**config.mk**
```make
export PLATFORM = sky130hd
export DESIGN_NAME = spi_slave
export DESIGN_NICKNAME = d
export VERILOG_FILES = /design/src/rtl/spi_slave.sv
export SDC_FILE = /design/constraint.sdc
export NUM_CORES = 1
export LEC_CHECK = 0
export ABC_AREA = 1
export BUFFER_PORTS_ARGS = -buffer_cell sky130_fd_sc_hd__buf_2
export CAP_MARGIN = 10
export CORE_MARGIN = 10
export CORE_UTILIZATION = 45
export CTS_BUF_LIST = sky130_fd_sc_hd__clkbuf_8
export DETAILED_ROUTE_END_ITERATION = 6
export MAX_ROUTING_LAYER = met4
export PLACE_DENSITY = 0.7
export SYNTH_ARGS = -nofsm -noshare
export SYNTH_HDL_FRONTEND = slang
export SYNTH_SLANG_ARGS = --single-unit
```
**constraint.sdc**
```tcl
create_clock -name sys_clk -period 1.55 [get_ports sys_clk]
set_clock_uncertainty 0.05 [all_clocks]
set_input_delay 0.0775 -clock sys_clk [delete_from_list [all_inputs] [get_ports sys_clk]]
set_output_delay 0.0775 -clock sys_clk [all_outputs]
set_load 0.01 [all_outputs]
```
**src/rtl/spi_slave.sv**
```systemverilog
// -----------------------------------------------------------------------------
// spi_slave
//
// Byte-oriented SPI slave. It runs entirely in the sys_clk domain and
// oversamples the master's cs/sclk/mosi. The SPI mode is set by CPOL (sclk
// idle level) and CPHA (0: sample on the leading edge, 1: sample on the
// trailing edge). Every sclk half-period must last at least 4 sys_clk cycles.
//
// Ports
//   sys_clk   in   system clock; all logic runs on its rising edge
//   sys_rst_n in   asynchronous active-low reset
//   cs        in   chip select from the master, active low, asynchronous
//   sclk      in   SPI clock from the master, asynchronous
//   mosi      in   serial data from the master, MSB first
//   miso      out  serial data to the master, MSB first; 0 while not driven
//   miso_oe   out  miso drive enable, high only during a selected transfer
//   data_tx   in   next byte to transmit, taken while tx_ack is high
//   tx_ack    out  one-cycle pulse: data_tx copied into the transmit shifter
//   data_rx   out  last complete received byte, held until the next one
//   rx_valid  out  one-cycle pulse: data_rx has just been updated
//   busy      out  high whenever the FSM is not idle
// -----------------------------------------------------------------------------
module spi_slave #(
  parameter logic CPOL = 1'b1,
  parameter logic CPHA = 1'b1
) (
  input  logic       sys_clk,
  input  logic       sys_rst_n,
  input  logic       cs,
  input  logic       sclk,
  input  logic       mosi,
  output logic       miso,
  output logic       miso_oe,
  input  logic [7:0] data_tx,
  output logic       tx_ack,
  output logic [7:0] data_rx,
  output logic       rx_valid,
  output logic       busy
);

  typedef enum logic [1:0] {
    S0_IDLE  = 2'd0,
    S1_LOAD  = 2'd1,
    S2_SHIFT = 2'd2,
    S3_DONE  = 2'd3
  } state_t;

  state_t state;
  state_t next_state;

  // ---------------------------------------------------------------------------
  // Input synchronisers. Bit 0 is the metastability stage, bit 1 the
  // synchronised value, bit 2 the previous synchronised value used to detect
  // edges.
  // ---------------------------------------------------------------------------
  logic [2:0] cs_pipe;
  logic [2:0] sclk_pipe;
  logic [2:0] mosi_pipe;

  // NOTE: the synchronisers reset to the idle levels of the bus (cs high, sclk
  // at CPOL) rather than to 0, so releasing reset cannot fabricate an edge.
  always_ff @(posedge sys_clk or negedge sys_rst_n) begin
    if (!sys_rst_n) begin
      cs_pipe   <= 3'b111;
      sclk_pipe <= {3{CPOL}};
      mosi_pipe <= 3'b000;
    end else begin
      // NOTE: sequential state uses non-blocking assignments so every flop
      // samples the pre-edge value of its neighbour; blocking here would
      // collapse the synchroniser chain into a single stage.
      cs_pipe   <= {cs_pipe[1:0], cs};
      sclk_pipe <= {sclk_pipe[1:0], sclk};
      mosi_pipe <= {mosi_pipe[1:0], mosi};
    end
  end

  logic cs_s;
  logic cs_fall;
  logic cs_rise;
  logic mosi_s;
  logic sclk_lead;
  logic sclk_trail;
  logic sample_edge;
  logic shift_edge;

  assign cs_s    = cs_pipe[1];
  assign cs_fall = cs_pipe[2] & ~cs_pipe[1];
  assign cs_rise = ~cs_pipe[2] & cs_pipe[1];
  assign mosi_s  = mosi_pipe[1];

  // Leading edge leaves the idle level, trailing edge returns to it.
  assign sclk_lead  = (sclk_pipe[2] == CPOL) && (sclk_pipe[1] != CPOL);
  assign sclk_trail = (sclk_pipe[2] != CPOL) && (sclk_pipe[1] == CPOL);

  assign sample_edge = CPHA ? sclk_trail : sclk_lead;
  assign shift_edge  = CPHA ? sclk_lead  : sclk_trail;

  // ---------------------------------------------------------------------------
  // Datapath registers
  // ---------------------------------------------------------------------------
  logic [7:0] tx_shift;
  logic [7:0] rx_shift;
  logic [2:0] bit_cnt;
  // Set by the first sample edge after a load. A shift edge seen before any
  // sample edge belongs to the load itself (the MSB is already on miso) and
  // must not advance the transmit shifter. With CPHA=1 this skips the first
  // leading edge of every byte; with CPHA=0 it absorbs the trailing edge that
  // follows the 8th sample edge, which arrives after the S3_DONE reload.
  logic       shift_armed;

  // ---------------------------------------------------------------------------
  // FSM state register
  // ---------------------------------------------------------------------------
  always_ff @(posedge sys_clk or negedge sys_rst_n) begin
    if (!sys_rst_n) begin
      state <= S0_IDLE;
    end else begin
      state <= next_state;
    end
  end

  // ---------------------------------------------------------------------------
  // FSM next state and Moore outputs
  // ---------------------------------------------------------------------------
  always_comb begin
    // NOTE: every variable written here gets a default first; any path that
    // skipped an assignment would otherwise infer a latch.
    next_state = state;
    tx_ack     = 1'b0;

    case (state)
      S0_IDLE: begin
        if (cs_fall) next_state = S1_LOAD;
      end
      S1_LOAD: begin
        tx_ack     = 1'b1;
        next_state = S2_SHIFT;
      end
      S2_SHIFT: begin
        if (sample_edge && (bit_cnt == 3'd7)) next_state = S3_DONE;
      end
      S3_DONE: begin
        tx_ack     = 1'b1;
        next_state = S2_SHIFT;
      end
      default: next_state = S0_IDLE;
    endcase

    // Deselect aborts from any state and beats a simultaneous 8th sample
    // edge, so a byte cut short by cs never reaches S3_DONE.
    if (cs_rise) next_state = S0_IDLE;
  end

  // ---------------------------------------------------------------------------
  // Shift registers, bit counter and receive outputs
  // ---------------------------------------------------------------------------
  always_ff @(posedge sys_clk or negedge sys_rst_n) begin
    if (!sys_rst_n) begin
      tx_shift    <= 8'h00;
      rx_shift    <= 8'h00;
      bit_cnt     <= 3'd0;
      shift_armed <= 1'b0;
      data_rx     <= 8'h00;
      rx_valid    <= 1'b0;
    end else begin
      rx_valid <= 1'b0;

      case (state)
        S1_LOAD: begin
          tx_shift    <= data_tx;
          rx_shift    <= 8'h00;
          bit_cnt     <= 3'd0;
          shift_armed <= 1'b0;
        end
        S2_SHIFT: begin
          if (sample_edge) begin
            rx_shift    <= {rx_shift[6:0], mosi_s};
            bit_cnt     <= bit_cnt + 3'd1;
            shift_armed <= 1'b1;
          end else if (shift_edge && shift_armed) begin
            tx_shift <= {tx_shift[6:0], 1'b0};
          end
        end
        S3_DONE: begin
          // rx_valid is registered here so it rises together with the new
          // data_rx value.
          data_rx     <= rx_shift;
          rx_valid    <= 1'b1;
          tx_shift    <= data_tx;
          bit_cnt     <= 3'd0;
          shift_armed <= 1'b0;
        end
        default: begin
          // Idle: sclk activity is ignored and all registers hold.
        end
      endcase
    end
  end

  // ---------------------------------------------------------------------------
  // Output drive
  // ---------------------------------------------------------------------------
  assign busy    = (state != S0_IDLE);
  assign miso_oe = busy & ~cs_s;
  assign miso    = miso_oe & tx_shift[7];

endmodule

```
==> results_dict.tcl, run 1 <==
set metrics [dict create \
    cts_buffer_depth 2 \
    synthSimpleGateAreaFrac_pct 32.1 \
    tightest_slew_ns 0.469 \
    timing.fmax_ghz 0.692 \
    yosys.cell_types.count 18 \
    dr.pass1.iters 4 \
    cp_max_fo 11 \
    min_period_ns 1.45 \
    combPwrFrac_pct 31.3 \
    initial_core_util_pct 47.3 \
    placement.cell_area_um2 1800 \
    final_area_um2 1970 \
    grt-ovfl-total 0 \
    drv_cap 0 \
    intPower_mw 2.17 \
    fin_util_pct 58.1 \
    fp.dieArea_um2 6350 \
    synth_seq_cells 39 \
    grt.total_usage_pct 10.2 \
    syn2layout_area_growth_pct 22.8 \
    multi_input_area_um2 558 \
    p_per_area_nw_per_um2 1660 \
    clock-sinks 39 \
    final_nets 229 \
    clkLatencyLatePin_ns 0.28 \
    htreeDepth 2 \
    synth_area_um2 1600 \
    io_buffers 25 \
    insertedDiodeCount 0 \
    grt_pass1_wl_um 5050 \
    wl_per_cell_um 11.2 \
    viasPerCell 4.72 \
    ios 26 \
    required_ns 1.42 \
    antenna_found_initial 0 \
    grt_pass1_vias 1130 \
    ys_seq_area_share_pct 61.3 \
    grt_max_degree 40 \
    seq_area_um2 985 \
    p_leak_nw 1.12 \
    cts_tree "yes" \
    p_seq_share_pct 42.5 \
    endpoint_kind "output pin" \
    drt-initial-drc-count 59 \
    vdd_drop_max_mv 0.878 \
    setup_tns_ns 0 \
    synthAdderAreaFrac_pct 2.34 \
    cts_buffers 5 \
    final_hold_viol_count 0 \
    synth_compound_area_share_pct 0.312 \
    post-route-drc-count 0 \
    n_fill_cell 304 \
    cp.arrival_ns 1.32 \
    cts_setup_buffers 0 \
    worst_setup_path_start_kind "flop" \
    syn_avg_cell_area_um2 9.01 \
    p_sw_mw 1.11 \
    rsz0062_at_grt "no" \
    fp.coreArea_um2 3390 \
    yosysWarnings 0 \
    hold_class "input pin to flop" \
    sw_frac_of_total_pct 33.8 \
    setup_viol 0 \
    ant_nets 0 \
    fp.dieW_um 79.7 \
    status "finished, final reports clean" \
    clkPwrFrac_pct 26.1 \
    dp.final_hpwl_um 2020 \
    place_congestion 0.743 \
    syn_nets 194 \
    fin_crit_sh_pct 93.2 \
    cts_root_buf "clkbuf_8" \
    dieHeight_um 79.7 \
    drive_gt1_share_pct 23.8 \
    synth_top_family_by_area "simple AND/OR/NAND/NOR gates" \
    path_clk_slew_ns 0.07 \
    rows 21 \
    criticalPathCategory "flop to output pin" \
    detail_route.wirelength_um 2910 \
    syn_inst 178 \
    drv_slew 0 \
    maxSlewHeadroom_pct 68.7 \
    synth-xor-area-share_pct 0 \
    dr_total_vias 1227 \
    synthMuxAreaShare_pct 0 \
]
-- cells in the final DEF, fill, tap and decap left out, drive strengths merged --
cell,n
nor2,7
a21oi,1
nand3,29
nand2,83
nand3b,1
bufinv,1
clkinv,2
nor3b,1
buf,30
ha,3
dfrtp,33
inv,6
dlygate4sd3,5
dfstp,6
clkbuf,6
-- metal layers --
layer | part of all wire (%) | global-route usage, %
met4 | 0.79 | 3.23
met5 | 0 | -
met1 | 46 | 12.1
met2 | 46 | 14.8
met3 | 6.8 | 4.84
-- synthesized netlist by cell type --
cell type / n / area [um2]
nor2_2: 1 / 6.26
nor2_4: 1 / 11.3
nor3b_1: 1 / 7.51
inv_1: 5 / 18.8
inv_2: 1 / 3.75
buf_2: 5 / 25.0
clkbuf_1: 1 / 3.75
nand2_1: 80 / 300
dfstp_2: 6 / 158
ha_1: 3 / 37.5
dfrtp_1: 33 / 826
a21oi_1: 1 / 5.00
buf_4: 1 / 7.51
nand3_1: 29 / 145
nand3b_1: 1 / 7.51
nand2_2: 3 / 18.8
clkinv_1: 1 / 3.75
nor2_1: 5 / 18.8
-- repair_timing --
item	4_1_cts	5_1_grt
hold buffers	5	0
gates resized for setup	0	1
endpoints found under the hold margin	37	0
endpoints found under the setup margin	0	1
-- critical path: stages, from the launching register on --
cell and delay, ns:
dfrtp_2 0.42, buf_4 0.19, nor2_2 0.07, nor3b_1 0.18, buf_2 0.17
-- power groups by stage --
| stage | clock network, mW | logic [mW] | registers, mW |
|---|---|---|---|
| 2_1_floorplan | 0 | 0.702 | 1.41 |
| 3_3_place_gp | 0 | 1.03 | 1.41 |
| 3_5_place_dp | 0 | 1.03 | 1.41 |
| 4_1_cts | 0.877 | 1.05 | 1.39 |
| 5_1_grt | 0.931 | 1.16 | 1.42 |
| 6_report | 0.857 | 1.03 | 1.39 |
-- cell families (layout without fill, tap and decap cells) --
group,count (synthesis),after routing
AND/OR/NAND/NOR,121,121
flip-flops,39,39
buffers and inverters,14,50
adder cells (fa/ha/maj),3,3
AO/OA/AOI/OAI,1,1
-- through the flow --
step	power, mW	instances	setup slack [ns]	hold WS, ns
global route	3.52	260	0.00414	0.0462
global placement	2.43	247	0.258	0.102
floorplan	2.11	178	0.305	-0.268
finish	3.28	260	0.105	0.0353
detailed placement	2.44	247	0.214	0.103
CTS	3.32	260	0.0241	0.0294
-- registers in the layout, summed over array words and instances, names as in the netlist --
name / flops
data_rx: 8
sclk_pipe: 3
shift_armed: 1
tx_shift: 8
rx_shift: 8
rx_valid: 1
state: 2
cs_pipe: 3
bit_cnt: 3
mosi_pipe: 2
-- final cells by class --
class | count | area share [%]
Sequential cell | 39 | 50.0
Multi-Input combinational cell | 125 | 28.3
Timing Repair Buffer | 35 | 11.4
Clock buffer | 6 | 4.19
Tap cell | 46 | 2.92
Clock inverter | 2 | 1.78
Inverter | 7 | 1.33
-- worst paths after layout --
kind	startpoint	endpoint	slack, ns	cells after the start
worst min-delay path	data_tx[3]	tx_shift[3]$_DFFE_PN0P_	0.04	5
min in group asynchronous	sys_rst_n	mosi_pipe[0]$_DFF_PN0_	0.31	3
max in group asynchronous	sys_rst_n	cs_pipe[2]$_DFF_PN1_	0.78	3
worst max register to register	sclk_pipe[1]$_DFF_PN1_	rx_shift[0]$_DFFE_PN0P_	0.21	5
worst min register to register	mosi_pipe[0]$_DFF_PN0_	mosi_pipe[1]$_DFF_PN0_	0.30	0
worst max-delay path	state[0]$_DFFE_PN0P_	miso	0.10	4
(Power assumes the default switching activity.)
==> inputs of run 2 (changes only) <==
CORE_ASPECT_RATIO = 0.9   (was default)
==> results_dict.tcl, run 2 (synthesis results as in run 1) <==
set metrics [dict create \
    status "finished, final reports clean" \
    initial_core_util_pct 47.1 \
    grt_pass1_wl_um 5220 \
    viasPerCell 4.72 \
    placed_cells_incl_taps 246 \
    p_sw_mw 1.13 \
    wl_per_cell_um 11.7 \
    detail_route.wirelength_um 3040 \
    cts_tree "yes" \
    grt-ovfl-total 0 \
    ant_nets 0 \
    tightest_slew_ns 0.379 \
    clkLatencyLatePin_ns 0.29 \
    final_nets 230 \
    post-place-ws_ns 0.238 \
    timing.fmax_ghz 0.746 \
    multi_input_area_um2 558 \
    fin_cells 259 \
    place_congestion 0.759 \
    insertedDiodeCount 0 \
    p_per_area_nw_per_um2 1650 \
    dr_total_vias 1223 \
    cp_max_fo 6 \
    rows 20 \
    setup_viol 0 \
    fp.dieW_um 82.9 \
    grt_pass1_vias 1171 \
    fp.dieArea_um2 6360 \
    min_period_ns 1.34 \
    grt.total_usage_pct 10.2 \
    syn2layout_area_growth_pct 22.7 \
    endpoint_kind "output pin" \
    layout_common_cells "nand2_1 (80), dfrtp_1 (33), nand3_1 (29), buf_2 (25), dfstp_2 (6)" \
    drt-initial-drc-count 60 \
    hold_class "input pin to flop" \
    p_seq_share_pct 43.1 \
    final_hold_viol_count 0 \
    htreeDepth 2 \
    dieHeight_um 76.6 \
    layout_commonest_cell "nand2_1" \
    cts-resized-gates 0 \
    cp.arrival_ns 1.21 \
    cts_root_buf "clkbuf_8" \
    clock-sinks 39 \
    seq_area_um2 983 \
    fp.coreArea_um2 3400 \
    dp.final_hpwl_um 2070 \
    hold_buffers 5 \
    antenna_found_initial 0 \
    maxSlewHeadroom_pct 74.7 \
    drv_cap 0 \
    post-route-drc-count 0 \
    cts_setup_buffers 0 \
    clkPwrFrac_pct 25.9 \
    reg_top3 "data_rx x8, rx_shift x8, tx_shift x8" \
    fin_ws_ns 0.210 \
    cts_buffer_depth 2 \
    p_leak_nw 1.12 \
    cts_buffers 5 \
    criticalPathCategory "flop to output pin" \
    sw_frac_of_total_pct 34.8 \
    rsz0062_at_grt "no" \
    n_fill_cell 312 \
    ios 26 \
    fin_crit_sh_pct 86.4 \
    drive_gt1_share_pct 23.7 \
    worst_setup_path_start_kind "flop" \
    dr.pass1.iters 4 \
    grt_max_degree 40 \
    power.total_mw 3.24 \
    intPower_mw 2.11 \
    setup_tns_ns 0 \
    required_ns 1.42 \
    r2r_slack_ns 0.24 \
    io_buffers 25 \
    vdd_drop_max_mv 0.852 \
    combPwrFrac_pct 31.0 \
    drv_slew 0 \
    path_clk_slew_ns 0.08 \
]
## run 2: stage by stage
step           hold slack [ns]  area [um2]  util [%]
2_1_floorplan           -0.268        1600         -
3_3_place_gp           0.00845        1810      53.1
3_5_place_dp           0.00946        1810      53.1
4_1_cts                 0.0181        1970      57.8
5_1_grt                 0.0407        1970      57.8
6_report                0.0230        1970      57.8
## run 2: area by class of cell
type / instances / share of cell area (%)
clock buffers: 5 / 3.50
flip-flops and latches: 39 / 50.0
multi-input cells: 125 / 28.4
well taps: 44 / 2.80
inverters: 7 / 1.34
repair buffers: 36 / 11.8
clock inverters: 3 / 2.23
## run 2: layer usage
metal / wire length [um] / global-route usage, %
met5: 0 / -
met4: 34 / 4.59
met3: 209 / 4.49
met2: 1420 / 15.1
met1: 1370 / 11.6
## run 2: worst paths after layout
path,startpoint,to,cells past startpoint
worst max-delay path,state[0]$_DFFE_PN0P_,miso,3
worst min-delay path,data_tx[3],tx_shift[3]$_DFFE_PN0P_,5
worst max register to register,sclk_pipe[1]$_DFF_PN1_,rx_shift[4]$_DFFE_PN0P_,5
worst min register to register,sclk_pipe[0]$_DFF_PN1_,sclk_pipe[1]$_DFF_PN1_,0
max in group asynchronous,sys_rst_n,cs_pipe[2]$_DFF_PN1_,3
min in group asynchronous,sys_rst_n,tx_shift[2]$_DFFE_PN0P_,3
## run 2: power groups by stage
stage / logic (mW) / registers, mW / clock network [mW]
2_1_floorplan: 0.702 / 1.41 / 0
3_3_place_gp: 1.00 / 1.42 / 0
3_5_place_dp: 1.01 / 1.41 / 0
4_1_cts: 1.03 / 1.40 / 0.868
5_1_grt: 1.14 / 1.43 / 0.906
6_report: 1.00 / 1.40 / 0.839
## run 2: worst max-delay path, cell delays in order, from the launching register on
cell     delay (ns)
dfrtp_1        0.49
nor2_2         0.10
nor3b_1        0.17
buf_2          0.16
